==> src/rtl/quantum_measurement_unit.sv <==
// -----------------------------------------------------------------------------
// quantum_measurement_unit
//   Projective-measurement stage. On each request it latches the 16-bit support
//   mask, draws a random starting basis index from a 32-bit Galois LFSR, scans
//   the mask circularly from that index to the first supported basis state,
//   optionally flips each of the 4 measured qubits (readout noise), and returns
//   the result with a one-cycle valid pulse.
//
// Ports
//   clk                    clock, all state updates on the rising edge
//   rst                    asynchronous reset, active low
//   measure_req            request one measurement (level-sampled every cycle)
//   quantum_state[15:0]    support mask, bit k = basis state k is possible
//   noise_level[7:0]       per-qubit flip threshold, 0 = noiseless
//   seed_load              load the LFSR from seed_value this cycle
//   seed_value[31:0]       LFSR seed (zero is replaced by LFSR_SEED)
//   quantum_measurement    [3:0] measured basis index, [15:4] always zero
//   quantum_measure_valid  one-cycle pulse, quantum_measurement is fresh
//   busy                   high whenever the FSM is not idle
//   error                  one-cycle pulse, the latched mask was all-zero
//   measure_count          number of valid pulses issued (wraps)
//   dropped_count          number of requests discarded (wraps)
// -----------------------------------------------------------------------------
module quantum_measurement_unit #(
    parameter logic [31:0] LFSR_SEED = 32'hACE12024,
    parameter int          CNT_W     = 32
) (
    input  logic             clk,
    input  logic             rst,
    input  logic             measure_req,
    input  logic [15:0]      quantum_state,
    input  logic [7:0]       noise_level,
    input  logic             seed_load,
    input  logic [31:0]      seed_value,
    output logic [15:0]      quantum_measurement,
    output logic             quantum_measure_valid,
    output logic             busy,
    output logic             error,
    output logic [CNT_W-1:0] measure_count,
    output logic [CNT_W-1:0] dropped_count
);

    localparam logic [31:0]      LFSR_TAPS = 32'h80200003;
    localparam logic [CNT_W-1:0] CNT_ONE   = {{(CNT_W-1){1'b0}}, 1'b1};

    typedef enum logic [2:0] {
        S_IDLE,
        S_DRAW,
        S_SCAN,
        S_FLIP,
        S_OUT
    } state_t;

    state_t      state;
    state_t      state_next;
    logic [15:0] mask;
    logic [3:0]  idx;
    logic [3:0]  scan_cnt;
    logic [3:0]  meas;
    logic        pending;
    logic [31:0] lfsr;
    logic [31:0] lfsr_shift;
    logic        scan_hit;
    logic        start;
    logic        busy_req;

    // Right-shifting Galois form: the bit falling out of the LSB folds the taps back in.
    assign lfsr_shift = (lfsr >> 1) ^ (lfsr[0] ? LFSR_TAPS : 32'h0);

    // scan_cnt bounds the walk defensively; a nonzero mask always hits by the 16th test.
    assign scan_hit = mask[idx] || (scan_cnt == 4'd15);

    // A request left pending by the OUT cycle is serviced as soon as we are idle again.
    assign start    = measure_req || pending;

    // Requests that arrive mid-measurement; OUT handles its own arrivals below.
    assign busy_req = measure_req &&
                      ((state == S_DRAW) || (state == S_SCAN) || (state == S_FLIP));

    assign busy                  = (state != S_IDLE);
    assign quantum_measure_valid = (state == S_OUT);
    assign quantum_measurement   = {12'h000, meas};

    // NOTE: sequential state uses non-blocking assignments so every register
    // samples the pre-edge values of the others, independent of statement order.
    always_ff @(posedge clk or negedge rst) begin
        if (!rst) begin
            state <= S_IDLE;
        end else begin
            state <= state_next;
        end
    end

    // NOTE: state_next gets a default before the case so no path leaves it
    // unassigned, which would otherwise infer a latch.
    always_comb begin
        state_next = state;
        case (state)
            S_IDLE:  if (start) state_next = S_DRAW;
            S_DRAW:  state_next = (mask == 16'h0000) ? S_IDLE : S_SCAN;
            S_SCAN:  if (scan_hit) state_next = S_FLIP;
            S_FLIP:  state_next = S_OUT;
            S_OUT:   state_next = pending ? S_DRAW : S_IDLE;
            default: state_next = S_IDLE;
        endcase
    end

    always_ff @(posedge clk or negedge rst) begin
        if (!rst) begin
            mask          <= 16'h0000;
            idx           <= 4'h0;
            scan_cnt      <= 4'h0;
            meas          <= 4'h0;
            pending       <= 1'b0;
            lfsr          <= LFSR_SEED;
            error         <= 1'b0;
            measure_count <= '0;
            dropped_count <= '0;
        end else begin
            error <= 1'b0;

            // A seed load always wins over the per-draw shift.
            if (seed_load) begin
                lfsr <= (seed_value == 32'h0) ? LFSR_SEED : seed_value;
            end else if ((state == S_DRAW) || (state == S_FLIP)) begin
                lfsr <= lfsr_shift;
            end

            if (busy_req) begin
                if (pending) begin
                    dropped_count <= dropped_count + CNT_ONE;
                end else begin
                    pending <= 1'b1;
                end
            end

            case (state)
                S_IDLE: begin
                    if (start) begin
                        mask    <= quantum_state;
                        // With both a pending and a fresh request, one is consumed here.
                        pending <= pending && measure_req;
                    end
                end
                S_DRAW: begin
                    if (mask == 16'h0000) begin
                        error <= 1'b1;
                    end else begin
                        idx      <= lfsr[3:0];
                        scan_cnt <= 4'h0;
                    end
                end
                S_SCAN: begin
                    if (!scan_hit) begin
                        idx      <= idx + 4'd1;
                        scan_cnt <= scan_cnt + 4'd1;
                    end
                end
                S_FLIP: begin
                    // Qubit j flips when its own LFSR byte falls below the threshold.
                    for (int j = 0; j < 4; j++) begin
                        meas[j] <= idx[j] ^ (lfsr[8*j +: 8] < noise_level);
                    end
                end
                S_OUT: begin
                    measure_count <= measure_count + CNT_ONE;
                    if (pending) begin
                        // The pending request is serviced now; a fresh one re-arms it.
                        mask    <= quantum_state;
                        pending <= measure_req;
                    end else if (measure_req) begin
                        pending <= 1'b1;
                    end
                end
                default: ;
            endcase
        end
    end

endmodule
==> config.mk <==
export PLATFORM = sky130hd
export DESIGN_NAME = quantum_measurement_unit
export DESIGN_NICKNAME = d
export VERILOG_FILES = /design/src/rtl/quantum_measurement_unit.sv
export SDC_FILE = /design/constraint.sdc
export NUM_CORES = 1
export LEC_CHECK = 0
export CORE_MARGIN = 5
export CORE_UTILIZATION = 40
export CTS_BUF_LIST = sky130_fd_sc_hd__clkbuf_2 sky130_fd_sc_hd__clkbuf_4 sky130_fd_sc_hd__clkbuf_8
export DETAILED_ROUTE_END_ITERATION = 7
export GPL_TIMING_DRIVEN = 1
export PLACE_DENSITY = 0.79
export SYNTH_ARGS = -nofsm -noshare
export SYNTH_HDL_FRONTEND = slang
export SYNTH_SLANG_ARGS = --single-unit
==> constraint.sdc <==
create_clock -name clk -period 1.9 [get_ports clk]
set_clock_uncertainty 0.2 [all_clocks]
set_input_delay 0.475 -clock clk [delete_from_list [all_inputs] [get_ports clk]]
set_output_delay 0.475 -clock clk [all_outputs]
set_load 0.02 [all_outputs]
# Yosys cells after proc, flatten, opt, wreduce, memory -nomap -nowiden
# Cells that the tools add are included.
classes:
  addsub: 4
  order_cmp: 5
  n_eq_ne: 10
  muxes: 27
  n_bitwise: 5
  reduce_logical: 18
op_table:
  columns: ["operator", "n"]
  rows:
  - ["32-bit two-way mux", 4]
  - ["32-bit by 1-bit adder with 32-bit output (second input constant)", 2]
  - ["32-bit zero test", 1]
  - ["8-bit < comparator", 4]
  - ["16-bit two-way mux", 2]
  - ["16-bit case mux with 2 select lines", 1]
  - ["31-bit by 32-bit XOR with 32-bit output", 1]
  - ["16-bit zero test", 1]
  - ["4-bit two-way mux", 4]
  - ["4-bit case mux with 2 select lines", 2]
  - ["3-bit case mux with 5 select lines", 1]
  - ["4-bit by 1-bit adder with 4-bit output (second input constant)", 2]
  - ["1-bit two-way mux", 8]
  - ["2-bit inequality test (second input constant)", 4]
  - ["3-bit by 2-bit equality test with 1-bit output (second input constant)", 2]
  - ["3-bit two-way mux", 2]
  - ["3-bit AND reduction", 2]
  - ["2-bit nonzero test", 3]
  - ["1-bit logical OR", 5]
  - ["4-bit by 5-bit < comparator with 1-bit output (second input constant)", 1]
  - ["1-bit binary-select mux with 4-bit select", 1]
  - ["4-bit equality test (second input constant)", 1]
  - ["2-bit AND reduction", 2]
  - ["1-bit XOR", 4]
  - ["8 further kinds", 9]
word_totals:
  ff_bits: 129
  input_bits: 60
  out_inout_bits: 83
  wordCells: 79

# Longest topological paths before layout
# Gate-level depths: netlist of run 1.
depth:
  depth_word: 8
  mapped_depth: 9
  mapped_depth_nobuf: 8

# Least setup slack after synthesis of run 1
# OpenSTA, ideal clock, no wires.
synth_path:
  path_type: "register to register"
  from: "reg state[1]"
  to: "reg measure_count[31]"
  setup_ns: 0.079
  arrival_time_ns: 1.904
  required_time_ns: 1.621
  setup_slack_ns: -0.284
  path_stages_with_launch: 8
  path_buffers: 1
  period_less_slack_ns: 2.184
  cell_sequence: "dfrtp_1 > buf_2 > nor3b_4 > nand4_2 > nor2_2 > nand2_2 > nor3_2 > xor2_1"
synth_between:
  elab_chain_cells: 1
synth_lines:
  columns: ["element", "line_no", "source"]
  rows:
  - ["start, declared", "54", "state_t state;"]
  - ["start signal, assigned", "90", "state <= state_next;"]
  - ["3-bit equality test", null, null]
  - ["net quantum_measure_valid", "36", "output logic quantum_measure_valid,"]
  - ["end signal, assigned", "166", "measure_count <= measure_count + CNT_ONE;"]
  - ["end, declared", "39", "output logic [CNT_W-1:0] measure_count,"]
# The timed path passes the listed nets, and every way through them passes these cells.
# A chain may end at the register's enable or synchronous reset.

# Worst setup path after layout of run 1
layout_path:
  from: "reg state[2]"
  to: "out busy"
layout_between:
  elab_chain_cells: 1
layout_lines:
  columns: ["element", "line_no", "source"]
  rows:
  - ["3-bit nonzero test", "80", "assign busy = (state != S_IDLE);"]
  - ["end, declared", "37", "output logic busy,"]
# Every way passes these cells.

==> summary.txt, run 1 <==
Synth
  – Yosys reg bits: 129
  – Seq/Total Area, Yosys: 47.6%
  – Post-synth ARST share: 100%
  – Synth warn: 0
  – Post-Syn Instances: 635
  – Synth area leaders: dfrtp_1 43%, xnor2_1 6.4%, ha_1 5.9%
  – Synthesized area: 6810 µm²
  – Count of cell types in the netlist: 59
  – Ys flop type: dfrtp_1
  – Number of synthesized flops with an enable pin: 0
  – Synth area leader: dfrtp_1
  – Avg Cell Area, Syn: 10.7 µm²
  – Post-synth top area share: 43.4%

STA
  – Pins Over Slew Limit: 0
  – Min Clock Period, post-route: 2.10 ns
  – RSZ-0062 raised after global routing: yes
  – Hold Vio Cnt, Final: 0
  – Sum of negative setup slack: -2.36 ns
  – Worst setup margin: -0.197 ns
  – FMAX: 0.477 GHz
  – Final worst path period share: 110%
  – Final setup violation count: 33

Pwr
  – Combinational Power Share: 45.7%
  – Clk network pwr share: 21.0%
  – P_leak: 5.03 nW
  – Power Density: 1150 nW/µm²
  – Flop pwr share: 33.3%
  – Peak VDD IR: 0.659 mV
  – Pint: 7.77 mW
  – Switching Power: 4.42 mW
  – Switch share: 36.3%

Global route
  – Largest net degree at the start of global routing: 65
  – Number of global-route vias before repair: 5,733
  – Initial antenna violation count: 0
  – First-pass GRT wire length: 28,400 µm
  – GRT Residual Overflow: 0
  – GRT Overall Usage: 17.5%

Detailed routing
  – DR iter-0 viols: 254
  – Drt wl/cell: 17.4 µm
  – Post-route DRC: 0
  – Vias: 5,923
  – First-pass DRT Iterations: 5
  – DRT Wirelength: 19,800 µm
  – Vias/cell: 5.21
  – Antenna viol nets, final: 0

CTS
  – Num CTS Buffers: 17
  – CTS Sinks: 129
  – TritonCTS clock tree: done
  – Clk buf depth: 2
  – Clk root buf: clkbuf_8
  – # H-tree levels: 4
  – Clock Latency Late Sink: 0.45 ns
  – Clk slew on worst S/H paths: 0.08 ns

Layout
  – Antenna diodes: 0
  – Area growth from synthesis to layout: 55.3%
  – Post-route cell area: 10,600 µm²
  – Final nets: 996
  – Most frequent cells in the layout: 106 x buf_4, 98 x dfrtp_1, 47 x clkdlybuf4s50_1
  – Fraction of layout cells with a size suffix above 1: 43.6%
  – Most common cell after layout, fill and taps aside: buf_4

Floorplanning
  – Row cnt: 47
  – I/O Pins: 143
  – Core area: 16,600 µm²
  – Starting density of the core: 40.9%
  – Die area: 19,700 µm²
  – Die H: 140 µm
  – Die width: 140 µm

Placement
  – Hpwl dp: 12,500 µm
  – Port Buf Inserts: 130
  – Placement Cell Area: 9200 µm²
  – GPL Wtd Cong: 0.816

Critical path
  – R2R setup slack: -0.17 ns
  – WS Path Type: reg2out
  – Crit-path max FO: 4
  – Setup crit start kind: register
  – Crit Reg-Reg Endpoint: idx[0]$_DFFE_PN0P_
  – Critical path arrival: 1.42 ns
  – R2r startpoint: state[0]$_DFFE_PN0P_
  – Worst setup EP type: output port
  – FF-to-FF path depth: 7
  – Req. time, crit path: 1.22 ns

Flow run
  – MaxCap Viol Count: 0

Outcome
  – Status: complete, but fails checks
  – Failing checks: negative setup slack

Min path
  – Hold Path Class: in2async
flip-flops by register name, indices dropped and copies added (netlist names):
name	count
dropped_count	32
error	1
idx	4
lfsr	32
mask	16
meas	4
measure_count	32
pending	1
scan_cnt	4
state	3
power groups by stage:
stage	logic, mW	registers (mW)	clock network, mW
4_1_cts	4.70	4.02	2.61
6_report	5.57	4.06	2.56
5_1_grt	6.00	4.14	2.75
2_1_floorplan	2.73	4.02	0
3_3_place_gp	4.27	4.02	0
3_5_place_dp	4.38	4.05	0
logic make-up (layout without fill, tap and decap cells):
kind of cell,count (synthesis),in the layout,share of synthesized area (%)
other cells,1,12,0.0551
simple gates,200,202,16.2
buf+inv,62,331,4.56
xor+xnor,70,70,9.01
mux,44,44,7.37
flops,129,129,47.6
fa+ha+maj,32,32,5.88
compound gates,97,97,9.34
synth_stat cells (all sizes together) (20+ instances only):
cell and count:
buf 24, dfrtp 118, ha 32, inv 27, mux2i 22, nand2 56, nand3 23, nand4 22
nor2 28, o21ai 40, xnor2 50, xor2 20
critical path, stage by stage (launching register included):
cell and delay (ns):
dfrtp_1 0.43, or3_4 0.40, buf_6 0.14
metrics by stage:
step | total power, mW | hold WS (ns) | setup slack, ns | std cells | utilization (%)
2_1_floorplan | 6.75 | -0.0206 | -0.234 | 646 | -
3_3_place_gp | 8.29 | 0.134 | -0.610 | 1065 | 55.3
3_5_place_dp | 8.43 | 0.132 | -0.629 | 1065 | 55.3
4_1_cts | 11.3 | 0.179 | -0.233 | 1111 | 59.7
5_1_grt | 12.9 | 0.180 | -0.261 | 1137 | 63.5
6_report | 12.2 | 0.202 | -0.197 | 1137 | 63.5
layout make-up:
type,count,area [µm²]
clock buffer,18,248
clock inverter,14,179
fill,1241,6070
inverter,27,111
multi-input combinational,457,4030
sequential,129,3270
tap,220,275
timing repair buffer,272,2460
how the worst max path moves through the flow:
stage	startpoint	endpoint	slack, ns	cells past startpoint
2_1_floorplan	state[0]$_DFFE_PN0P_	measure_count[24]$_DFFE_PN0P_	-0.23	7
3_3_place_gp	noise_level[6]	meas[3]$_DFFE_PN0P_	-0.61	8
3_5_place_dp	noise_level[6]	meas[2]$_DFFE_PN0P_	-0.63	8
4_1_cts	state[1]$_DFFE_PN0P_	busy	-0.23	2
5_1_grt	idx[1]$_DFFE_PN0P_	idx[0]$_DFFE_PN0P_	-0.26	6
6_report	state[2]$_DFFE_PN0P_	busy	-0.20	2
repair_timing:
item,in CTS,in global routing
gates cloned,1,6
hold buffers,1,0
gates resized for setup,230,147
setup endpoints to repair,137,126
hold endpoints to repair,118,0
pin swaps,40,64
buffers inserted,12,21
layer usage:
metal	vias to the layer above	GRT usage (%)	routed length, µm
met3	34	4.09	1270
met4	0	4.44	359
li1	2768	-	-
met2	190	29.7	10100
met1	2931	22.5	8040
met5	-	0	0
No activity file was read; power rests on OpenSTA's default activity.
==> inputs of run 2 (changes only) <==
- DONT_BUFFER_PORTS: unset -> 1
- PLACE_DENSITY: 0.79 -> 0.67
- RECOVER_POWER: unset -> 25
==> summary.txt, run 2 (synthesis results as in run 1) <==
Floorplanning
  – I/O Pins: 143 (unchanged)
  – Die width: 140 µm (unchanged)
  – Die area: 19,700 µm² (unchanged)
  – Die H: 140 µm (unchanged)
  – Core area: 16,600 µm² (unchanged)
  – Row cnt: 47 (unchanged)
  – Starting density of the core: 40.9% (unchanged)

Pwr
  – Total power: 10.6 mW (-13%)
  – Clk network pwr share: 21.5% (+0.5 points)
  – Switch share: 36.0% (-0.27 points)
  – Combinational Power Share: 39.8% (-5.9 points)
  – Power Density: 1170 nW/µm² (+1.6%)
  – Switching Power: 3.80 mW (-14%)
  – P_leak: 4.22 nW (-16%)
  – Peak VDD IR: 0.740 mV (+12%)
  – Pint: 6.76 mW (-13%)
  – Flop pwr share: 38.7% (+5.4 points)

Layout
  – Most common cell after layout, fill and taps aside: dfrtp_1
  – Area growth from synthesis to layout: 32.4%
  – Antenna diodes: 0 (unchanged)
  – Most frequent cells in the layout: 108 x dfrtp_1, 100 x buf_4, 53 x nand2_1
  – Post-route cell area: 9010 µm² (-15%)
  – Utilization after layout: 54.2% (-9.4 points)
  – Fraction of layout cells with a size suffix above 1: 30.1% (-13 points)
  – Final nets: 885 (-11%)
  – Top Registers: dropped_count x32, lfsr x32, measure_count x32

Critical path
  – Crit-path max FO: 3 (-1)
  – Crit Reg-Reg Endpoint: idx[0]$_DFFE_PN0P_
  – WS Path Type: reg2out
  – R2r startpoint: state[2]$_DFFE_PN0P_
  – Worst setup EP type: output port
  – Crit path from: state[0]$_DFFE_PN0P_
  – FF-to-FF path depth: 7 (unchanged)
  – Critical path arrival: 1.43 ns (about the same)
  – Setup crit start kind: register
  – Req. time, crit path: 1.22 ns (about the same)
  – R2R setup slack: -0.17 ns (about the same)
  – End of the critical path: busy

Detailed routing
  – First-pass DRT Iterations: 4 (-1)
  – DRT Wirelength: 17,600 µm (-11%)
  – Post-route DRC: 0 (unchanged)
  – Drt wl/cell: 17.1 µm (-1.4%)
  – Vias/cell: 5.23 (+0.30%)
  – Antenna viol nets, final: 0 (unchanged)
  – DR iter-0 viols: 175 (-31%)
  – Vias: 5,361 (-9.5%)

STA
  – Hold Vio Cnt, Final: 129 (+129)
  – Min Clock Period, post-route: 2.11 ns (+0.00978 ns)
  – Pins Over Slew Limit: 0 (unchanged)
  – Sum of negative setup slack: -1.59 ns (+0.767 ns)
  – FMAX: 0.475 GHz (-0.46%)
  – Hold WS: -0.490 ns (-0.692 ns)
  – Worst setup margin: -0.207 ns (-0.00978 ns)
  – Final worst path period share: 111% (+0.51 points)
  – RSZ-0062 raised after global routing: yes
  – Final setup violation count: 26 (-21%)

Global route
  – First-pass GRT wire length: 28,400 µm (about the same)
  – Initial antenna violation count: 0 (unchanged)
  – Largest net degree at the start of global routing: 130 (+100%)
  – GRT Overall Usage: 17.7% (+0.24 points)
  – Number of global-route vias before repair: 5,665 (-1.2%)
  – GRT Residual Overflow: 0 (unchanged)

CTS
  – TritonCTS clock tree: done
  – Clk buf depth: 2 (unchanged)
  – Clk root buf: clkbuf_8
  – Hold buffers post-CTS: 51 (+50)
  – Clk slew on worst S/H paths: 0.08 ns (about the same)
  – Num CTS Buffers: 17 (unchanged)
  – # H-tree levels: 4 (unchanged)
  – CTS Sinks: 129 (unchanged)
  – Clock Latency Late Sink: 0.46 ns (about the same)

Placement
  – GPL Wtd Cong: 0.830 (+1.8%)
  – Placement Cell Area: 7840 µm² (-15%)
  – Port Buf Inserts: 0 (-100%)
  – Hpwl dp: 12,300 µm (-1.6%)

Flow run
  – MaxCap Viol Count: 0 (unchanged)

Outcome
  – Status: complete, but fails checks
  – Failing checks: negative hold slack, negative setup slack

Min path
  – Hold Path Class: in2async
==> run 2: power groups by stage <==
stage	registers (mW)	clock network, mW	logic, mW
2_1_floorplan	4.02	0	2.73
3_3_place_gp	4.09	0	3.63
3_5_place_dp	4.12	0	3.80
4_1_cts	4.08	2.33	4.11
5_1_grt	4.17	2.45	4.61
6_report	4.09	2.27	4.20
==> run 2: worst min-delay path by stage <==
stage | endpoint | cells after the start | slack [ns] | from
floorplan | dropped_count[0]$_DFFE_PN0P_ | 0 | -0.02 | rst
global placement | lfsr[9]$_DFFE_PN0P_ | 0 | -0.02 | rst
detailed placement | lfsr[9]$_DFFE_PN0P_ | 0 | -0.01 | rst
CTS | lfsr[9]$_DFFE_PN0P_ | 0 | -0.51 | rst
global route | lfsr[11]$_DFFE_PN0P_ | 0 | -0.52 | rst
finish | lfsr[9]$_DFFE_PN0P_ | 0 | -0.49 | rst
==> run 2: layout make-up <==
type | instances | area, µm²
clock buffers | 20 | 269
clock inverters | 12 | 109
fillers | 1406 | 7630
inverters | 27 | 111
multi-input cells | 455 | 3570
flip-flops and latches | 129 | 3250
well taps | 220 | 275
repair buffers | 163 | 1420
==> run 2: timing repair <==
action	4_1_cts	5_1_grt
gates resized for setup	21	22
pin swaps	16	9
hold endpoints to repair	178	129
setup buffers	8	4
endpoints found under the setup margin	27	57
==> run 2: per-stage QoR <==
step,cells,worst slack [ns]
3_5_place_dp,931,-0.172
6_report,1026,-0.207
4_1_cts,1022,-0.216
3_3_place_gp,931,-0.132
2_1_floorplan,646,-0.234
5_1_grt,1026,-0.267
==> run 2: worst max-delay path: stages (launching register included) <==
cell     delay (ns)
dfrtp_1        0.42
buf_6          0.13
or3_4          0.43
==> run 2: routing by layer <==
| metal | up-vias | GRT usage [%] | part of all wire [%] |
|---|---|---|---|
| met2 | 163 | 29.8 | 51 |
| li1 | 2539 | - | - |
| met1 | 2632 | 21.9 | 41 |
| met5 | - | 0 | 0 |
| met3 | 27 | 4.64 | 6.0 |
| met4 | 0 | 6.78 | 2.4 |
